### src/rtl/ppu_vram_if.sv
// CPU-side VRAM port: PPUADDR double-write latch and PPUDATA buffered read/write
// sequencing against a one-clock-latency synchronous VRAM.
module ppu_vram_if #(
    parameter int ADDR_WIDTH = 14,
    parameter int DATA_WIDTH = 8
) (
    input  logic                  clk,
    input  logic                  rst_n,
    input  logic [2:0]            ri_sel,
    input  logic                  ri_req,
    input  logic                  ri_wr,
    input  logic [DATA_WIDTH-1:0] ri_din,
    input  logic                  inc32,
    input  logic                  clr_latch,
    output logic [DATA_WIDTH-1:0] ri_dout,
    output logic                  busy,
    output logic [ADDR_WIDTH-1:0] vram_a,
    output logic                  vram_wr,
    output logic [DATA_WIDTH-1:0] vram_dout,
    input  logic [DATA_WIDTH-1:0] vram_din
);

    localparam int HI_W = ADDR_WIDTH - DATA_WIDTH;

    typedef enum logic [1:0] {IDLE, WR, RD_ADDR, RD_CAP} state_t;

    state_t                  state, state_nxt;
    logic [ADDR_WIDTH-1:0]   v;
    logic [HI_W-1:0]         t_hi;
    logic                    w;
    logic [DATA_WIDTH-1:0]   rd_buf;

    logic                    addr_wr, data_wr, data_rd;
    logic                    load_v, do_inc;
    logic [ADDR_WIDTH-1:0]   inc_amt;

    assign addr_wr = ri_req &  ri_wr & (ri_sel == 3'd6);
    assign data_wr = ri_req &  ri_wr & (ri_sel == 3'd7);
    assign data_rd = ri_req & ~ri_wr & (ri_sel == 3'd7);

    // clr_latch forces a coincident PPUADDR write down the first-write path
    assign load_v  = addr_wr & w & ~clr_latch;
    assign do_inc  = (state == WR) || (state == RD_CAP);
    assign inc_amt = inc32 ? ADDR_WIDTH'(32) : ADDR_WIDTH'(1);

    always_ff @(posedge clk or negedge rst_n) begin
        if (!rst_n) begin
            state <= IDLE;
        end else begin
            state <= state_nxt;
        end
    end

    always_comb begin
        state_nxt = state;
        case (state)
            IDLE: begin
                if (data_wr)      state_nxt = WR;
                else if (data_rd) state_nxt = RD_ADDR;
            end
            WR:      state_nxt = IDLE;
            RD_ADDR: state_nxt = RD_CAP;
            RD_CAP:  state_nxt = IDLE;
            default: state_nxt = IDLE;
        endcase
    end

    always_comb begin
        vram_wr = (state == WR);
        busy    = (state != IDLE);
        vram_a  = v;
    end

    always_ff @(posedge clk or negedge rst_n) begin
        if (!rst_n) begin
            v    <= '0;
            t_hi <= '0;
            w    <= 1'b0;
        end else begin
            if (addr_wr && !load_v) begin
                t_hi <= ri_din[HI_W-1:0];
                w    <= 1'b1;
            end else if (load_v || clr_latch) begin
                w    <= 1'b0;
            end

            // A completed PPUADDR load overrides the post-access increment
            if (load_v) begin
                v <= {t_hi, ri_din};
            end else if (do_inc) begin
                v <= v + inc_amt;
            end
        end
    end

    always_ff @(posedge clk or negedge rst_n) begin
        if (!rst_n) begin
            vram_dout <= '0;
            ri_dout   <= '0;
            rd_buf    <= '0;
        end else begin
            if (state == IDLE && data_wr) vram_dout <= ri_din;
            // The CPU sees the previous buffer contents; the fresh byte lands in rd_buf
            if (state == IDLE && data_rd) ri_dout <= rd_buf;
            if (state == RD_CAP)          rd_buf  <= vram_din;
        end
    end

endmodule

### config.mk
export PLATFORM = sky130hd
export DESIGN_NAME = ppu_vram_if
export DESIGN_NICKNAME = d
export VERILOG_FILES = /design/src/rtl/ppu_vram_if.sv
export SDC_FILE = /design/constraint.sdc
export NUM_CORES = 1
export LEC_CHECK = 0
export BUFFER_PORTS_ARGS = -buffer_cell sky130_fd_sc_hd__buf_2
export CAP_MARGIN = 0
export CELL_PAD_IN_SITES_DETAIL_PLACEMENT = 1
export CELL_PAD_IN_SITES_GLOBAL_PLACEMENT = 1
export CORE_ASPECT_RATIO = 1.75
export CORE_MARGIN = 2
export CORE_UTILIZATION = 40
export CTS_CLUSTER_SIZE = 20
export DETAILED_ROUTE_END_ITERATION = 8
export GPL_TIMING_DRIVEN = 0
export HOLD_SLACK_MARGIN = 0.1
export PLACE_DENSITY_LB_ADDON = 0.3
export SYNTH_ARGS = -nofsm -noshare
export SYNTH_HDL_FRONTEND = slang
export SYNTH_SLANG_ARGS = --single-unit
export TNS_END_PERCENT = 5
### constraint.sdc
create_clock -name clk -period 2.1 [get_ports clk]
set_input_delay 0.42 -clock clk [delete_from_list [all_inputs] [get_ports clk]]
set_output_delay 0.42 -clock clk [all_outputs]
set_load 0.005 [all_outputs]
### Word-level counts from Yosys, hierarchy flattened

Cells that the tools add are included.

| storage, ports and cells | value |
|---|---|
| register bits | 47 |
| bits of input ports | 25 |
| output and inout port bits | 32 |
| word-level logic and storage cells | 42 |

| operators by class | value |
|---|---|
| add/sub/neg operators | 1 |
| eq/ne operators | 6 |
| multiplexer cells | 8 |
| bitwise operators | 9 |
| reductions and logical operators | 11 |

Operator list:

| kind | count |
|---|---|
| $mux W14 | 2 |
| $add A14 B6 Y14 | 1 |
| $and A1 B1 Y1 | 7 |
| $eq A3 B3 Y1 const B | 2 |
| $mux W6 | 1 |
| $pmux W2 S3 | 1 |
| $reduce_bool A2 Y1 | 3 |
| $eq A2 B2 Y1 const B | 2 |
| $mux W2 | 2 |
| $logic_and A1 B1 Y1 | 3 |
| $ne A3 B3 Y1 const B | 1 |
| $eq A2 B1 Y1 const B | 1 |
| $logic_not A2 Y1 | 1 |
| $logic_or A1 B1 Y1 | 2 |
| $mux W1 | 2 |
| $not A1 Y1 | 2 |
| $reduce_or A2 Y1 | 1 |
| $logic_not A1 Y1 | 1 |

### Logic depth before layout (Yosys ltp)

Gate-level depths: netlist (run 1).

| depth | value |
|---|---|
| word-level depth | 7 |
| depth in mapped cells | 6 |
| gate-level depth less buffers | 6 |

### Worst setup path before layout (run 1)

Ideal clock, no wire load.

| timing path | value |
|---|---|
| path type | in2reg |
| from | input inc32 |
| to | register v[13] (netlist: vram_a[13]) |
| arrival | 1.615 ns |
| data required time | 2.031 ns |
| setup slack | 0.416 ns |
| stages | 5 |
| path buffers | 0 |
| cells stage by stage | ha_1 and4_4 a31oi_4 or4_1 nand3_1 |

| on the way | value |
|---|---|
| cells in the longest elaborated chain, start to end | 4 |

Ends and longest elaborated chain:

| what | line | text |
|---|---|---|
| start, declared | 13 | `input logic inc32,` |
| $mux W6 | 44 | `assign inc_amt = inc32 ? ADDR_WIDTH'(32) : ADDR_WIDTH'(1);` |
| $add A14 B6 Y14 | 91 | `v <= v + inc_amt;` |
| $mux W14 | 90 | `end else if (do_inc) begin` |
| $mux W14 | 88 | `if (load_v) begin` |
| end signal, assigned | 89 | `v <= {t_hi, ri_din};` |
| end signal, assigned | 91 |  |
| end, declared | 28 | `logic [ADDR_WIDTH-1:0] v;` |

Every way passes these cells. The select of a mux whose other input is x is not followed.
A chain may end at the register's enable or synchronous reset.

### Worst setup path in the final report (run 1)

| timing path | value |
|---|---|
| from | register v[5] (netlist: vram_a[5]) |
| to | register v[13] (netlist: vram_a[13]) |

| on the way | value |
|---|---|
| cells in the longest elaborated chain, start to end | 3 |

Ends and longest elaborated chain:

| what | line |
|---|---|
| $add A14 B6 Y14 | 91 |
| $mux W14 | 90 |
| $mux W14 | 88 |

Every way passes these cells. The select of a mux whose other input is x is not followed.

==> metrics, run 1 <==
detailed-route via count=1630; HP Class=in2async; crit path kind=reg2reg; Final Util=49.5%; Critical Path AT=2030 ps; Clock Path Buffers=2; postcts setup bufs=0; DR DRC count=3; relative slew slack=29.1%; Least-Margin Pin Slew=1060 ps; largest net degree at the start of global routing=48; Pwr Density=1150 mW/mm²; vias in the first global route=1717; Register Area=0.00118 mm²; GR peak layer=met2; setup_tns=0 ps; area growth from synthesis to layout=21.2%; starting density of the core=40.8%; VDD IR max=0.000578 V; H-tree depth=2; max capacitance violation total=0; GP Congestion=0.757; Multi-input gate area=892 µm²; failing checks=design-rule violations; Synth Instances=177; clk_lat worst skew=300 ps; final WL=5000 µm; commonest non-fill, non-tap cell in the layout=buf_2; Design Power=2.94 mW; Mean Syn Cell Area=11.9 µm²; CP max stage delay=490 ps; global routing usage on met3=4.51%; CTS tree=done; status=finished with violations; largest fanout on the critical path=8; CP max-delay cell=or4_1; max frequency=559 MHz; layout net count=268; chip height=100 µm; LEAKAGE=1.23 nW; Port-buffer cells=56; register bit total from synthesis=47; first-pass GRT wire length=8490 µm; setup violators final=0; required time worst endpoint=2340 ps; Die X=58.9 µm; crit path from=vram_a[5]; R2R Path End=vram_a[13]; Slew Viols, Final=0; met1 Usage GRT=22.6%; crit start category=flop; library cells used by synthesis=30; register area share after synthesis=55.7%; Post-CTS Resized=0; critical path capture point type=flop; min Tclk post-route=1790 ps; drt first pass iters=6; diode count=0; Final ANT Viol Nets=0; Syn Nets=205; GRT Total Usage=18.9%; met2 usage=33.2%; row cnt=35; CTS sink cnt=47; most frequent cells in the layout=buf_2 (60), dfrtp_1 (47), mux2_2 (30); Final period util=85.2%; final hold vios=0; core area=0.00517 mm²; R2R Setup Slk=310 ps; Worst Clk Skew=6.99 ps; r2r worst-path depth=5; share of post-route cells with drive strength above 1=42.7%; RSZ-0062 raised after global routing=false; Die ar.=0.00590 mm²; TritonCTS buffer count=5; CP endpoint=vram_a[13]; R2R Path Start=vram_a[5]; half-perimeter wire length after placement=3780 µm; vias per cell=5.51; post-synthesis cell area=0.00211 mm²; # IOs=57; starting DRC count in detailed routing=49; critical path, cell by cell=ha_1 -> and4_4 -> a31oi_4 -> or4_1 -> nand3_1; yosys synthesis warning count=0; initial antenna violation count=0; Clock Tree Root=clkbuf_8; Routed WL per cell=16.9 µm; GR Overflow Total=0; cts hold-fix bufs=0; clk slew on worst S/H paths=90 ps; Layout fillers=597
layer usage:
metal	wire length, µm	vias up
met1	2020	813
met4	52	0
met5	0	-
met2	2680	41
met3	248	6
li1	-	770
per-stage QoR:
stage,cells,setup slack (ps),hold slack [ps],area [µm²]
4_1_cts,296,289,334,2560
3_3_place_gp,288,227,476,2460
2_1_floorplan,177,416,124,2110
6_report,296,312,306,2560
5_1_grt,296,228,334,2560
3_5_place_dp,288,180,492,2460
power breakdown:
part	switching, mW	leakage (nW)	internal, mW
registers	0.244	0.588	1.24
clock network	0.322	0.0474	0.269
logic	0.384	0.598	0.479
state kept, by name (all words and copies together) (netlist names):
name / count
t_hi: 6
vram_dout: 8
rd_buf: 8
w: 1
ri_dout: 8
state: 2
vram_a: 14
Yosys cell counts (all sizes together):
master	count	area share (%)
dfrtp	47	56
mux2	30	16
nand2	14	2.5
nor2	11	2.1
o21ai	11	2.6
a31oi	8	3.1
nand3	7	1.7
or3	6	1.8
inv	5	0.89
buf	4	0.95
nand4	4	1.2
xor2	4	1.7
and4	3	1.5
ha	3	1.8
nor2b	3	0.89
a21oi	2	0.65
and3	2	0.59
mux2i	2	0.95
nor3	2	0.47
o211ai	2	0.71
or4	2	0.71
and3b	1	0.42
clkbuf	1	0.18
nand3b	1	0.36
o21a	1	0.36
o31ai	1	0.36
worst max-delay path: cells and delay by family (launching register included):
kind,cells,cell delay (ps)
flops,1,410
compound gates,1,130
simple gates,3,860
fa+ha+maj,1,330
worst min-delay path by stage:
stage,startpoint,to,slack (ps),cells past startpoint
floorplan,rst_n,rd_buf[0],120,0
global placement,t_hi[5],vram_a[13],480,2
detailed placement,ri_dout[5],ri_dout[5],490,1
CTS,vram_din[4],rd_buf[4],330,2
global route,vram_din[4],rd_buf[4],330,2
finish,rst_n,vram_a[2],310,1
logic make-up after synthesis:
group	after synthesis	synth area share, %
multiplexers	32	17.0
XOR/XNOR	4	1.66
AO/OA/AOI/OAI	25	7.76
flip-flops	47	55.7
AND/OR/NAND/NOR	56	14.1
buffers and inverters	10	2.02
adder cells (fa/ha/maj)	3	1.78
layout make-up:
type,instances,area share (%)
clock buffer,6,3.23
buffer,5,0.929
inverter,5,0.733
timing repair buffer,56,11.0
clock inverter,2,0.636
sequential,47,46.0
tap,55,2.69
multi-input combinational,120,34.9
(Power assumes the default switching activity.)
==> run 2, diff against run 1 <==
Settings changed: CTS_BUF_LIST from default to sky130_fd_sc_hd__clkbuf_16.
==> run 2 against run 1 <==
The flow still finishes with violations (design-rule violations). Fmax about the same. Sequential cell count is the same. Core utilization increased by 0.90 points. Design area up 1.8%. Critical path depth unchanged. First-iteration DRC count fell by 14%. Global-route usage rose by 0.78 points. Die area unchanged. Sequential power about the same. Count of clock-buffer cells in the layout decreased by 1. Non-clock buffer count unchanged.
==> metrics, run 2 (synthesis gave the netlist of run 1 again) <==
drt first pass iters=6; crit path from=vram_a[5]; final hold vios=0; CTS tree=done; Largest register FFs=14; Register Area=0.00118 mm²; failing checks=design-rule violations; layout net count=268; GP Congestion=0.757; starting density of the core=40.8%; largest fanout on the critical path=8; net switching power=0.991 mW; Final Util=50.4%; HP Class=in2async; setup violators final=0; # IOs=57; detailed-route via count=1638; row cnt=35; WHS=320 ps; core area=0.00517 mm²; Die ar.=0.00590 mm²; Clock Tree Root=clkbuf_16; Routed WL per cell=17.6 µm; Slew Viols, Final=0; Final ANT Viol Nets=0; GR Overflow Total=0; Final period util=85.1%; final WL=5200 µm; relative slew slack=30.0%; TritonCTS buffer count=5; commonest non-fill, non-tap cell in the layout=buf_2; Die X=58.9 µm; largest net degree at the start of global routing=48; r2r worst-path depth=5; LEAKAGE=1.25 nW; register share of total power=47.4%; required time worst endpoint=2320 ps; cell area after layout=0.00261 mm²; status=finished with violations; VDD IR max=0.000751 V; RSZ-0062 raised after global routing=false; crit start category=flop; placed cell count=288; Setup WS pre-CTS=180 ps; Setup WS post-layout=314 ps; combinational group share of total power=27.5%; clk slew on worst S/H paths=70 ps; first-pass GRT wire length=8760 µm; Design Power=3.16 mW; min Tclk post-route=1790 ps; crit path kind=reg2reg; Clock Path Buffers=2; most frequent cells in the layout=buf_2 (60), dfrtp_1 (47), mux2_2 (30); clk_lat worst skew=290 ps; critical path capture point type=flop; clock power share=25.1%; Multi-input gate area=892 µm²; Post-CTS Resized=0; share of post-route cells with drive strength above 1=42.3%; Port-buffer cells=56; cts hold-fix bufs=0; postcts setup bufs=0; chip height=100 µm; CTS sink cnt=47; internal power=2.17 mW; vias per cell=5.53; max capacitance violation total=0; Layout fillers=588; Least-Margin Pin Slew=1050 ps; max frequency=560 MHz; Sw Share=31.4%; area growth from synthesis to layout=23.4%; Critical Path AT=2010 ps; fin cells=296; Pwr Density=1210 mW/mm²; setup_tns=0 ps; diode count=0; half-perimeter wire length after placement=3780 µm; initial antenna violation count=0; R2R Path Start=vram_a[5]; vias in the first global route=1742; cell area after placement=0.00246 mm²; GRT Total Usage=19.6%; H-tree depth=2; DR DRC count=3; starting DRC count in detailed routing=42; Worst Clk Skew=4.48 ps
[run 2: cell types whose count changed in the layout (fill, tap and decap cells not counted), sizes merged]
cell and delta:
clkbuf -1, clkinv +1
[run 2: area by class of cell]
class	instances	share of cell area, %
clock buffers	5	4.80
multi-input cells	120	34.2
repair buffers	56	10.8
well taps	55	2.64
inverters	5	0.720
clock inverters	3	0.768
plain buffers	5	0.913
flip-flops and latches	47	45.1
[run 2: worst max-delay path, stage by stage, from the launching register on]
cell and delay [ps]:
dfrtp_1 410, ha_1 340, and4_4 270, a31oi_4 130, or4_1 490, nand3_1 100
[run 2: power by group through the flow]
stage                     Sequential [mW]  Clock (mW)  Combinational [mW]
after floorplan                      1.48           0               0.468
final                                1.50       0.793               0.868
after global routing                 1.55       0.832               0.985
after detailed placement             1.51           0               0.881
after global placement               1.49           0               0.844
after CTS                            1.50       0.808               0.889
[run 2: path summary, 6_finish.rpt]
| check | to | slack (ps) |
|---|---|---|
| max | vram_a[13] | 310 |
| min | vram_a[2] | 320 |
| max reg2reg | vram_a[13] | 310 |
| min reg2reg | ri_dout[0] | 500 |
| max in group asynchronous | vram_dout[4] | 1130 |
| min in group clk | rd_buf[4] | 360 |
[run 2: per-layer routing]
layer  up-vias  part of all wire, %  global-route usage (%)  wire length (µm)
met1       825                   39                    22.4              2050
met2        41                   55                    35.9              2860
li1        765                    -                       -                 -
met5         -                    0                       0                 0
met4         0                  1.1                    5.24                56
met3         7                  4.5                    4.12               234
==> run 3, diff against run 2 <==
Clock period 2.1 ns to 1.81 ns, I/O delays scaled along.
==> run 3 against run 2 <==
The run still ends with design-rule violations left. Die area unchanged. First-iteration DRC count rose by 36%. Global-route usage unchanged. Critical path type unchanged.
==> metrics, run 3 (synthesis gave the netlist of run 1 again) <==
final WL=5230 µm; CTS tree=done; min Tclk post-route=1740 ps; CP delay by family, top=simple AND/OR/NAND/NOR gates; row cnt=35; TritonCTS buffer count=5; setup violators final=0; Setup WS pre-CTS=-51.8 ps; Port-buffer cells=56; Setup WS post-layout=69.4 ps; Clock Path Buffers=2; layout net count=269; core area=0.00517 mm²; chip height=100 µm; Final ANT Viol Nets=0; Slew Viols, Final=0; Die ar.=0.00590 mm²; Largest register FFs=14; first-pass GRT wire length=8760 µm; VDD IR max=0.000872 V; clk slew on worst S/H paths=70 ps; Final period util=96.2%; relative slew slack=29.8%; failing checks=design-rule violations; CP max-delay cell=or4_1; CP max stage delay=490 ps; max frequency=575 MHz; share of post-route cells with drive strength above 1=43.0%; Design Power=3.70 mW; CP Buf/Inv Count=0; RSZ-0062 raised after global routing=false; LEAKAGE=1.26 nW; DR DRC count=3; starting DRC count in detailed routing=57; largest fanout on the critical path=8; GR Overflow Total=0; status=finished with violations; Die X=58.9 µm; GRT Total Usage=19.6%; commonest non-fill, non-tap cell in the layout=buf_2; critical path, cell by cell=ha_4 -> and4_4 -> a31oi_4 -> or4_1 -> nand3_1; detailed-route via count=1637; initial antenna violation count=0; Worst Clk Skew=4.37 ps; Clock Tree Root=clkbuf_16; R2R Setup Slk=70 ps; vias in the first global route=1742; cts hold-fix bufs=0; area growth from synthesis to layout=24.4%; Routed WL per cell=17.6 µm; drt first pass iters=6; diode count=0; Pwr Density=1410 mW/mm²; CTS sink cnt=47; # IOs=57; Least-Margin Pin Slew=1050 ps; largest net degree at the start of global routing=48; most frequent cells in the layout=buf_2 (60), dfrtp_1 (47), mux2_2 (30); crit start category=flop; clk_lat worst skew=290 ps; crit path kind=reg2reg; half-perimeter wire length after placement=3780 µm; required time worst endpoint=2030 ps; max capacitance violation total=0; final hold vios=0; HP Class=in2async; starting density of the core=40.8%; GP Congestion=0.757; Critical Path AT=1970 ps; critical path capture point type=flop; H-tree depth=2; vias per cell=5.51
[run 3: changes by cell type in the layout (fill, tap and decap cells not counted), sizes merged]
cell | before | now
buf | 60 | 61
[run 3: per-layer routing]
layer,GRT usage (%),up-vias,part of all wire (%)
met5,0,-,0
met4,5.24,0,1.1
met3,4.12,7,4.5
met2,35.9,41,55
met1,22.4,822,40
li1,-,767,-
[run 3: through the flow]
step	hold slack (ps)	area [µm²]	utilization, %	cells	TNS, ps
CTS	299	2610	50.4	296	0
global route	301	2630	50.8	297	0
detailed placement	492	2460	47.6	288	-74.3
global placement	476	2460	47.6	288	-7.40
floorplan	66.4	2110	-	177	0
finish	263	2630	50.8	297	0
[run 3: power by group]
group	internal (mW)	leakage, nW	switching [mW]
sequential	1.45	0.588	0.292
clock	0.510	0.0674	0.411
combinational	0.585	0.603	0.457
total	2.54	1.26	1.16
[run 3: area by class of cell]
cell class / instances / area (µm²)
Buffer: 5 / 23.8
Clock buffer: 5 / 125
Clock inverter: 3 / 20.0
Fill cell: 586 / 2540
Inverter: 5 / 18.8
Multi-Input combinational cell: 120 / 905
Sequential cell: 47 / 1180
Tap cell: 55 / 68.8
Timing Repair Buffer: 57 / 288
[run 3: timing repair]
item / in CTS / in global routing
setup endpoints to repair: 0 / 7
gates resized for setup: 0 / 1
setup buffers: 0 / 1
[run 3: path summary, 6_finish.rpt]
| kind | start | to | cells after the start |
|---|---|---|---|
| setup / recovery | vram_a[5] | vram_a[13] | 5 |
| hold / removal | rst_n | vram_a[2] | 1 |
| setup reg to reg | vram_a[5] | vram_a[13] | 5 |
| hold reg to reg | rd_buf[0] | ri_dout[0] | 1 |
| max in group asynchronous | rst_n | vram_dout[4] | 1 |
| min in group clk | vram_din[4] | rd_buf[4] | 2 |
[run 3: worst reg2reg max path: cells and delay by family, from the launching register on]
| family | cells | cell delay, ps |
|---|---|---|
| flops | 1 | 420 |
| compound gates | 1 | 130 |
| fa+ha+maj | 1 | 290 |
| simple gates | 3 | 840 |
